`config.mk`:
```
export PLATFORM = sky130hd
export DESIGN_NAME = mem_port_arbiter_flat
export DESIGN_NICKNAME = d
export VERILOG_FILES = /design/src/rtl/mem_port_arbiter_if.sv /design/src/rtl/mem_port_arbiter.sv /design/src/flat_wrapper.sv
export SDC_FILE = /design/constraint.sdc
export NUM_CORES = 1
export LEC_CHECK = 0
export BUFFER_PORTS_ARGS = -buffer_cell sky130_fd_sc_hd__buf_4
export CAP_MARGIN = 20
export CORE_AREA = 2 2 106 108
export DETAILED_ROUTE_END_ITERATION = 16
export DIE_AREA = 0 0 108 110
export PLACE_DENSITY = 0.74
export SYNTH_ARGS = -nofsm -noshare
export SYNTH_HDL_FRONTEND = slang
export SYNTH_SLANG_ARGS = --single-unit
```
`constraint.sdc`:
```
create_clock -name clk -period 1.85 [get_ports clk]
set_input_delay 0.0925 -clock clk [delete_from_list [all_inputs] [get_ports clk]]
set_output_delay 0.0925 -clock clk [all_outputs]
set_load 0.01 [all_outputs]
```
`src/rtl/mem_port_arbiter_if.sv`:
```
// Bundle between the fetch/load-store requesters, the shared memory port and the arbiter.
// The slave modport is the arbiter's view; the master modport is the environment's view.
interface mem_port_arbiter_if #(parameter int AW = 32);
  logic          if_req;
  logic [AW-1:0] if_addr;
  logic          if_gnt;
  logic          if_rvalid;
  logic [31:0]   if_rdata;
  logic          d_req;
  logic          d_we;
  logic          d_byte;
  logic [AW-1:0] d_addr;
  logic [31:0]   d_wdata;
  logic          d_gnt;
  logic          d_rvalid;
  logic [31:0]   d_rdata;
  logic          mem_en;
  logic          mem_we;
  logic [3:0]    mem_be;
  logic [AW-1:0] mem_addr;
  logic [31:0]   mem_wdata;
  logic [31:0]   mem_rdata;
  logic          busy;

  modport slave (
    input  if_req, if_addr, d_req, d_we, d_byte, d_addr, d_wdata, mem_rdata,
    output if_gnt, if_rvalid, if_rdata, d_gnt, d_rvalid, d_rdata,
    output mem_en, mem_we, mem_be, mem_addr, mem_wdata, busy
  );

  modport master (
    output if_req, if_addr, d_req, d_we, d_byte, d_addr, d_wdata, mem_rdata,
    input  if_gnt, if_rvalid, if_rdata, d_gnt, d_rvalid, d_rdata,
    input  mem_en, mem_we, mem_be, mem_addr, mem_wdata, busy
  );
endinterface

```
`src/rtl/mem_port_arbiter.sv`:
```
// Shares one fixed-latency single-port memory between fetch and load/store; data has
// priority, bounded by a starvation counter that forces a fetch grant.
//   state | meaning
//   IDLE  | nothing in flight, may grant
//   WAIT  | access issued, counting down MEM_LAT cycles
//   RESP  | rvalid to owner, may grant the next access
module mem_port_arbiter #(
  parameter int AW         = 32,
  parameter int MEM_LAT    = 1,
  parameter int STARVE_MAX = 3
) (
  input logic             clk,
  input logic             rst_n,
  mem_port_arbiter_if.slave bus
);
  localparam int SW = $clog2(STARVE_MAX + 1);
  localparam int LW = (MEM_LAT > 1) ? $clog2(MEM_LAT) : 1;

  typedef enum logic [1:0] {IDLE, WAIT, RESP} state_t;

  state_t          state_q, state_d;
  logic [LW-1:0]   lat_q, lat_d;
  logic [SW-1:0]   starve_q;
  logic            own_d_q;
  logic            byte_q;
  logic            we_q;
  logic [1:0]      off_q;
  logic [31:0]     if_rdata_q, d_rdata_q;
  logic            open, d_win, if_win, grant, last_wait;
  logic [7:0]      sel_byte;

  // Grants are blocked while reset is asserted and while an access is in flight.
  assign open      = rst_n && (state_q != WAIT);
  assign d_win     = open && bus.d_req && ((starve_q < SW'(STARVE_MAX)) || !bus.if_req);
  assign if_win    = open && bus.if_req && !d_win;
  assign grant     = d_win || if_win;
  assign last_wait = (state_q == WAIT) && (lat_q == '0);
  assign sel_byte  = bus.mem_rdata[8*off_q +: 8];

  always_comb begin
    state_d = state_q;
    lat_d   = lat_q;
    case (state_q)
      IDLE, RESP: begin
        state_d = grant ? WAIT : IDLE;
        lat_d   = LW'(MEM_LAT - 1);
      end
      WAIT: begin
        if (lat_q == '0) state_d = RESP;
        else             lat_d   = lat_q - 1'b1;
      end
      default: state_d = IDLE;
    endcase
  end

  always_comb begin
    bus.mem_en    = grant;
    bus.mem_we    = 1'b0;
    bus.mem_be    = 4'h0;
    bus.mem_addr  = '0;
    bus.mem_wdata = '0;
    if (d_win) begin
      bus.mem_we   = bus.d_we;
      bus.mem_addr = bus.d_addr & ~AW'(3);
      if (bus.d_byte) begin
        bus.mem_be    = 4'b0001 << bus.d_addr[1:0];
        bus.mem_wdata = {4{bus.d_wdata[7:0]}};
      end else begin
        bus.mem_be    = 4'hF;
        bus.mem_wdata = bus.d_wdata;
      end
    end else if (if_win) begin
      bus.mem_addr = bus.if_addr & ~AW'(3);
      bus.mem_be   = 4'hF;
    end
  end

  always_ff @(posedge clk or negedge rst_n) begin
    if (!rst_n) begin
      state_q    <= IDLE;
      lat_q      <= '0;
      starve_q   <= '0;
      own_d_q    <= 1'b0;
      byte_q     <= 1'b0;
      we_q       <= 1'b0;
      off_q      <= 2'b00;
      if_rdata_q <= '0;
      d_rdata_q  <= '0;
    end else begin
      state_q <= state_d;
      lat_q   <= lat_d;
      if (!bus.if_req || if_win)                       starve_q <= '0;
      else if (d_win && (starve_q < SW'(STARVE_MAX)))  starve_q <= starve_q + 1'b1;
      if (grant) begin
        own_d_q <= d_win;
        byte_q  <= bus.d_byte;
        we_q    <= bus.d_we;
        off_q   <= bus.d_addr[1:0];
      end
      // Stores report completion with zero data; byte loads are zero-extended.
      if (last_wait) begin
        if (own_d_q) d_rdata_q  <= we_q ? '0 : (byte_q ? {24'b0, sel_byte} : bus.mem_rdata);
        else         if_rdata_q <= bus.mem_rdata;
      end
    end
  end

  assign bus.if_gnt    = if_win;
  assign bus.d_gnt     = d_win;
  assign bus.if_rvalid = (state_q == RESP) && !own_d_q;
  assign bus.d_rvalid  = (state_q == RESP) && own_d_q;
  assign bus.if_rdata  = if_rdata_q;
  assign bus.d_rdata   = d_rdata_q;
  assign bus.busy      = (state_q != IDLE);
endmodule
```
`src/flat_wrapper.sv`:
```
// flat-port wrapper written by rule: the top's interface ports become plain ports
module mem_port_arbiter_flat 
#(
  parameter int AW         = 32,
  parameter int MEM_LAT    = 1,
  parameter int STARVE_MAX = 3
)
  (clk, rst_n, bus_if_req, bus_if_addr, bus_d_req, bus_d_we, bus_d_byte, bus_d_addr, bus_d_wdata, bus_mem_rdata, bus_if_gnt, bus_if_rvalid, bus_if_rdata, bus_d_gnt, bus_d_rvalid, bus_d_rdata, bus_mem_en, bus_mem_we, bus_mem_be, bus_mem_addr, bus_mem_wdata, bus_busy);
  mem_port_arbiter_if #(.AW(AW)) bus_i ();
  input logic clk;
  input logic rst_n;
  input wire logic [$bits(bus_i.if_req)-1:0] bus_if_req;
  input wire logic [$bits(bus_i.if_addr)-1:0] bus_if_addr;
  input wire logic [$bits(bus_i.d_req)-1:0] bus_d_req;
  input wire logic [$bits(bus_i.d_we)-1:0] bus_d_we;
  input wire logic [$bits(bus_i.d_byte)-1:0] bus_d_byte;
  input wire logic [$bits(bus_i.d_addr)-1:0] bus_d_addr;
  input wire logic [$bits(bus_i.d_wdata)-1:0] bus_d_wdata;
  input wire logic [$bits(bus_i.mem_rdata)-1:0] bus_mem_rdata;
  output wire logic [$bits(bus_i.if_gnt)-1:0] bus_if_gnt;
  output wire logic [$bits(bus_i.if_rvalid)-1:0] bus_if_rvalid;
  output wire logic [$bits(bus_i.if_rdata)-1:0] bus_if_rdata;
  output wire logic [$bits(bus_i.d_gnt)-1:0] bus_d_gnt;
  output wire logic [$bits(bus_i.d_rvalid)-1:0] bus_d_rvalid;
  output wire logic [$bits(bus_i.d_rdata)-1:0] bus_d_rdata;
  output wire logic [$bits(bus_i.mem_en)-1:0] bus_mem_en;
  output wire logic [$bits(bus_i.mem_we)-1:0] bus_mem_we;
  output wire logic [$bits(bus_i.mem_be)-1:0] bus_mem_be;
  output wire logic [$bits(bus_i.mem_addr)-1:0] bus_mem_addr;
  output wire logic [$bits(bus_i.mem_wdata)-1:0] bus_mem_wdata;
  output wire logic [$bits(bus_i.busy)-1:0] bus_busy;
  assign bus_i.if_req = bus_if_req;
  assign bus_i.if_addr = bus_if_addr;
  assign bus_i.d_req = bus_d_req;
  assign bus_i.d_we = bus_d_we;
  assign bus_i.d_byte = bus_d_byte;
  assign bus_i.d_addr = bus_d_addr;
  assign bus_i.d_wdata = bus_d_wdata;
  assign bus_i.mem_rdata = bus_mem_rdata;
  assign bus_if_gnt = bus_i.if_gnt;
  assign bus_if_rvalid = bus_i.if_rvalid;
  assign bus_if_rdata = bus_i.if_rdata;
  assign bus_d_gnt = bus_i.d_gnt;
  assign bus_d_rvalid = bus_i.d_rvalid;
  assign bus_d_rdata = bus_i.d_rdata;
  assign bus_mem_en = bus_i.mem_en;
  assign bus_mem_we = bus_i.mem_we;
  assign bus_mem_be = bus_i.mem_be;
  assign bus_mem_addr = bus_i.mem_addr;
  assign bus_mem_wdata = bus_i.mem_wdata;
  assign bus_busy = bus_i.busy;
  mem_port_arbiter #(.AW(AW), .MEM_LAT(MEM_LAT), .STARVE_MAX(STARVE_MAX)) u_core (.clk(clk), .rst_n(rst_n), .bus(bus_i));
endmodule
```
==> Flow_metrics.wiki <==
{| class="wikitable"
! Metric !! Value
|-
| Max Buffers Root-to-Sink || 2
|-
| TritonCTS clock tree || built
|-
| Proportion of synthesized chip area in sequential cells || 47.4%
|-
| Count of pins over their slew limit || 0
|-
| Fraction of layout instances using a drive strength above 1 || 54.2%
|-
| Worst rel slew slack || between 30% and 40%
|-
| Number of library cell types mapped by synthesis || 35
|-
| Total overflow reported by the global router || 0
|-
| Die Width || 108 um
|-
| M1 GR Usage || 29.0%
|-
| Most frequently used cell type in the post-synthesis netlist || dfrtp_1
|-
| Initial detailed-routing violation count || 302
|-
| Commonest cells post-synth || dfrtp_1 (73), nand2_1 (67), o21ai_0 (39)
|-
| Layout area overhead || 78.6%
|-
| Library cell used as clock root buffer || clkbuf_8
|-
| Worst Setup Start Kind || register
|-
| Master of the slowest instance on the critical path || dfrtp_1
|-
| WS Path Type || register to output port
|-
| Post-route standard cell area excluding fillers || just under 7000 um2
|-
| Count of yosys warnings during synthesis || 0
|-
| Final critical delay including setup and external delays || 1820 ps
|-
| Global-route total usage across every layer || 23.6%
|-
| DIE AREA || 11900 um2
|-
| Number of levels in the clock H-tree || 3
|-
| Number of antenna cells inserted || 0
|-
| Average cell area after synthesis || 9.63 um2
|-
| Met2 usage in global routing || 42.2%
|-
| Maximum operating frequency || 549 MHz
|-
| # setup viols final || 0
|-
| Fin nets || 838
|-
| Floorplan row count || 38
|-
| #FFs+latches synth || 73
|-
| Worst Clk Skew || 6.70 ps
|-
| Crit path cell chain || ha_4 -> o21ai_4 -> nor2_4 -> buf_12 -> a22o_1 -> buf_6
|-
| Via count of the first global-routing pass || between 3000 and 4000
|-
| Filler-free cell count of the finished design || 848
|-
| Multi-input gate area in the final layout || 1950 um2
|-
| DP HPWL || 10900 um
|-
| Critical path fanouts, max || 17
|-
| Placed cell count || 793
|-
| Post-place instance area || 6010 um2
|-
| Required time at the endpoint of the critical path || 1760 ps
|-
| Final Cycle Share || 98.5%
|-
| Netlist Area Pre-Place || 3850 um2
|-
| Power density over the cells || around 960 nW/um2
|-
| Tightest Hold Check Type || primary input to register
|-
| Core region area || between 10000 and 15000 um2
|-
| Antenna viol nets, final || 0
|-
| IO Count || 273
|-
| Leakage power total || 3.38 nW
|-
| Clock input transition at the sequential cells of the worst setup and hold paths || approximately 80 ps
|-
| Top Usage Layer GRT || met2
|-
| Data arrival time of the worst path || 1730 ps
|-
| Number of cells produced by synthesis || 400
|-
| Total of buffers placed on input and output ports || between 200 and 300
|-
| CTS buffer count || 9
|-
| Biggest cell delay along the critical path || 420 ps
|-
| HP Start || bus_mem_rdata[23]
|-
| Antenna violations before repair || 0
|-
| Area leader, netlist || dfrtp_1
|-
| Critical path startpoint || u_core.starve_q[1]
|-
| Actual slew at the worst max-slew pin || around 920 ps
|-
| Wire length of the first global-routing pass || 21200 um
|-
| Top cells by area, synth || dfrtp_1 (47%), mux2_2 (11%), a22o_1 (7.0%)
|-
| Number of remaining DRC errors || 0
|-
| Max capacitance violation total || 0
|-
| Number of fillers in the final layout || 879
|-
| Top flip-flop cell by instance count after synthesis || dfrtp_1
|-
| Length of the first detailed-routing pass in iterations || 5
|-
| Clock network latency to the later pin of the worst-skew pair || 340 ps
|-
| Total number of vias || between 4000 and 5000
|-
| Critical Path End Type || output port
|-
| Pin count of the biggest net entering global routing || between 70 and 80
|-
| Number of vias per cell || 4.99
|-
| Maximum VDD drop || around 0.57 mV
|-
| Dominant delay contributor by cell family on the critical path || compound AO/OA/AOI/OAI gates
|-
| Area share of the largest cell type after synthesis || 47.4%
|-
| CTS sink count || 73
|-
| Async S/R FF share, synth || 100%
|-
| Total wire length || 15100 um
|-
| Initial Util || 36.0%
|-
| Met3 capacity usage during global routing || approximately 5.5%
|-
| Reg area || around 1800 um2
|-
| Outcome || finished clean
|-
| Crit path buffers/inverters || 2
|-
| Per-cell routed wire length || 17.8 um
|-
| Count of flip-flops with a built-in enable after synthesis || 0
|-
| Endpoints failing hold || 0
|-
| Launch instance of the worst register-to-register path || u_core.state_q[1]
|-
| RSZ-0062 raised after global routing || true
|-
| Total Power Consumption || about 0.0066 W
|-
| Routability-driven placement congestion ratio || 0.840
|-
| Y dimension of the die || 110 um
|}
worst register-to-register path: cells and delay by family, from the launching register on:
family	cells	cell delay [ps]
and+or+nand+nor	2	530
DFF	1	390
AOI/OAI and AO/OA	2	320
buffers and inverters	2	260
report_power, final:
part           total (W)  switching, W  internal (W)  leakage, nW
combinational    0.00294       0.00131       0.00164         2.39
sequential       0.00256      0.000363       0.00220        0.915
clock            0.00111      0.000619      0.000489       0.0749
total            0.00661       0.00229       0.00433         3.38
final timing paths:
check | slack, ps | cells after the start | end
worst max-delay path | 30 | 6 | bus_mem_addr[30]
min in group asynchronous | 40 | 2 | u_core.bus.d_rdata[11]
worst min-delay path | 20 | 2 | u_core.bus.if_rdata[23]
max in group asynchronous | 1210 | 2 | u_core.bus.if_rdata[26]
worst max register to register | 270 | 6 | u_core.bus.d_rdata[2]
worst min register to register | 490 | 2 | u_core.bus.d_rdata[29]
per-layer routing:
layer  wire (um)  share of wire (%)
met4         245                1.6
met5           0                  0
met1        5900                 39
met2        7820                 52
met3        1130                7.5
sequential cells by signal, summed over array words and instances, names as in the netlist:
register             flops
u_core.state_q           2
u_core.own_d_q           1
u_core.off_q             2
u_core.starve_q          2
u_core.bus.if_rdata     32
u_core.bus.d_rdata      32
u_core.we_q              1
u_core.byte_q            1
layout make-up:
| cell class | instances | share of cell area (%) |
|---|---|---|
| multi-input combinational | 280 | 28.4 |
| inverter | 19 | 1.22 |
| timing repair buffer | 315 | 38.1 |
| clock inverter | 6 | 0.637 |
| clock buffer | 10 | 1.86 |
| tap | 140 | 2.55 |
| sequential | 73 | 26.6 |
| timing repair inverter | 5 | 0.746 |
cells by family (layout without fill, tap and decap cells):
logic type / count (synthesis) / count (layout) / synth area share (%)
AOI/OAI and AO/OA: 123 / 123 / 20.4
adders and majority gates: 1 / 1 / 0.325
muxes: 38 / 38 / 11.0
buffers and inverters: 49 / 355 / 6.04
other: 1 / 2 / 0.0973
and+or+nand+nor: 115 / 116 / 14.7
DFF: 73 / 73 / 47.4
cell usage in the layout (no fill, tap or decap), types with 5 or more instances in the layout:
master and n:
a21oi_1 9, a21oi_2 21, a22o_1 31, and2_1 10
buf_12 5, buf_4 253, buf_6 32, clkbuf_8 9
dfrtp_1 73, dlygate4sd3_1 23, inv_1 18, mux2_2 36
nand2_1 66, nand2b_1 24, o21ai_0 38, o221ai_1 7
metrics by stage:
step	setup slack [ps]	hold slack [ps]	TNS (ps)	util [%]
after floorplan	400	-203	0	-
after global placement	-129	340	-3800	56.2
after detailed placement	-329	343	-9800	56.2
after CTS	-13.0	0.0380	-65.4	62.4
after global routing	-55.4	0.260	-1110	64.3
final	27.6	16.0	0	64.3
what timing repair did:
action	4_1_cts	5_1_grt
endpoints found under the hold margin	21	3
buffers inserted	7	4
resized for setup	49	29
hold buffers	20	3
pin swaps	28	7
setup endpoints to repair	57	68
gates cloned	5	1
Note: power is estimated with default switching activity, not from simulation.
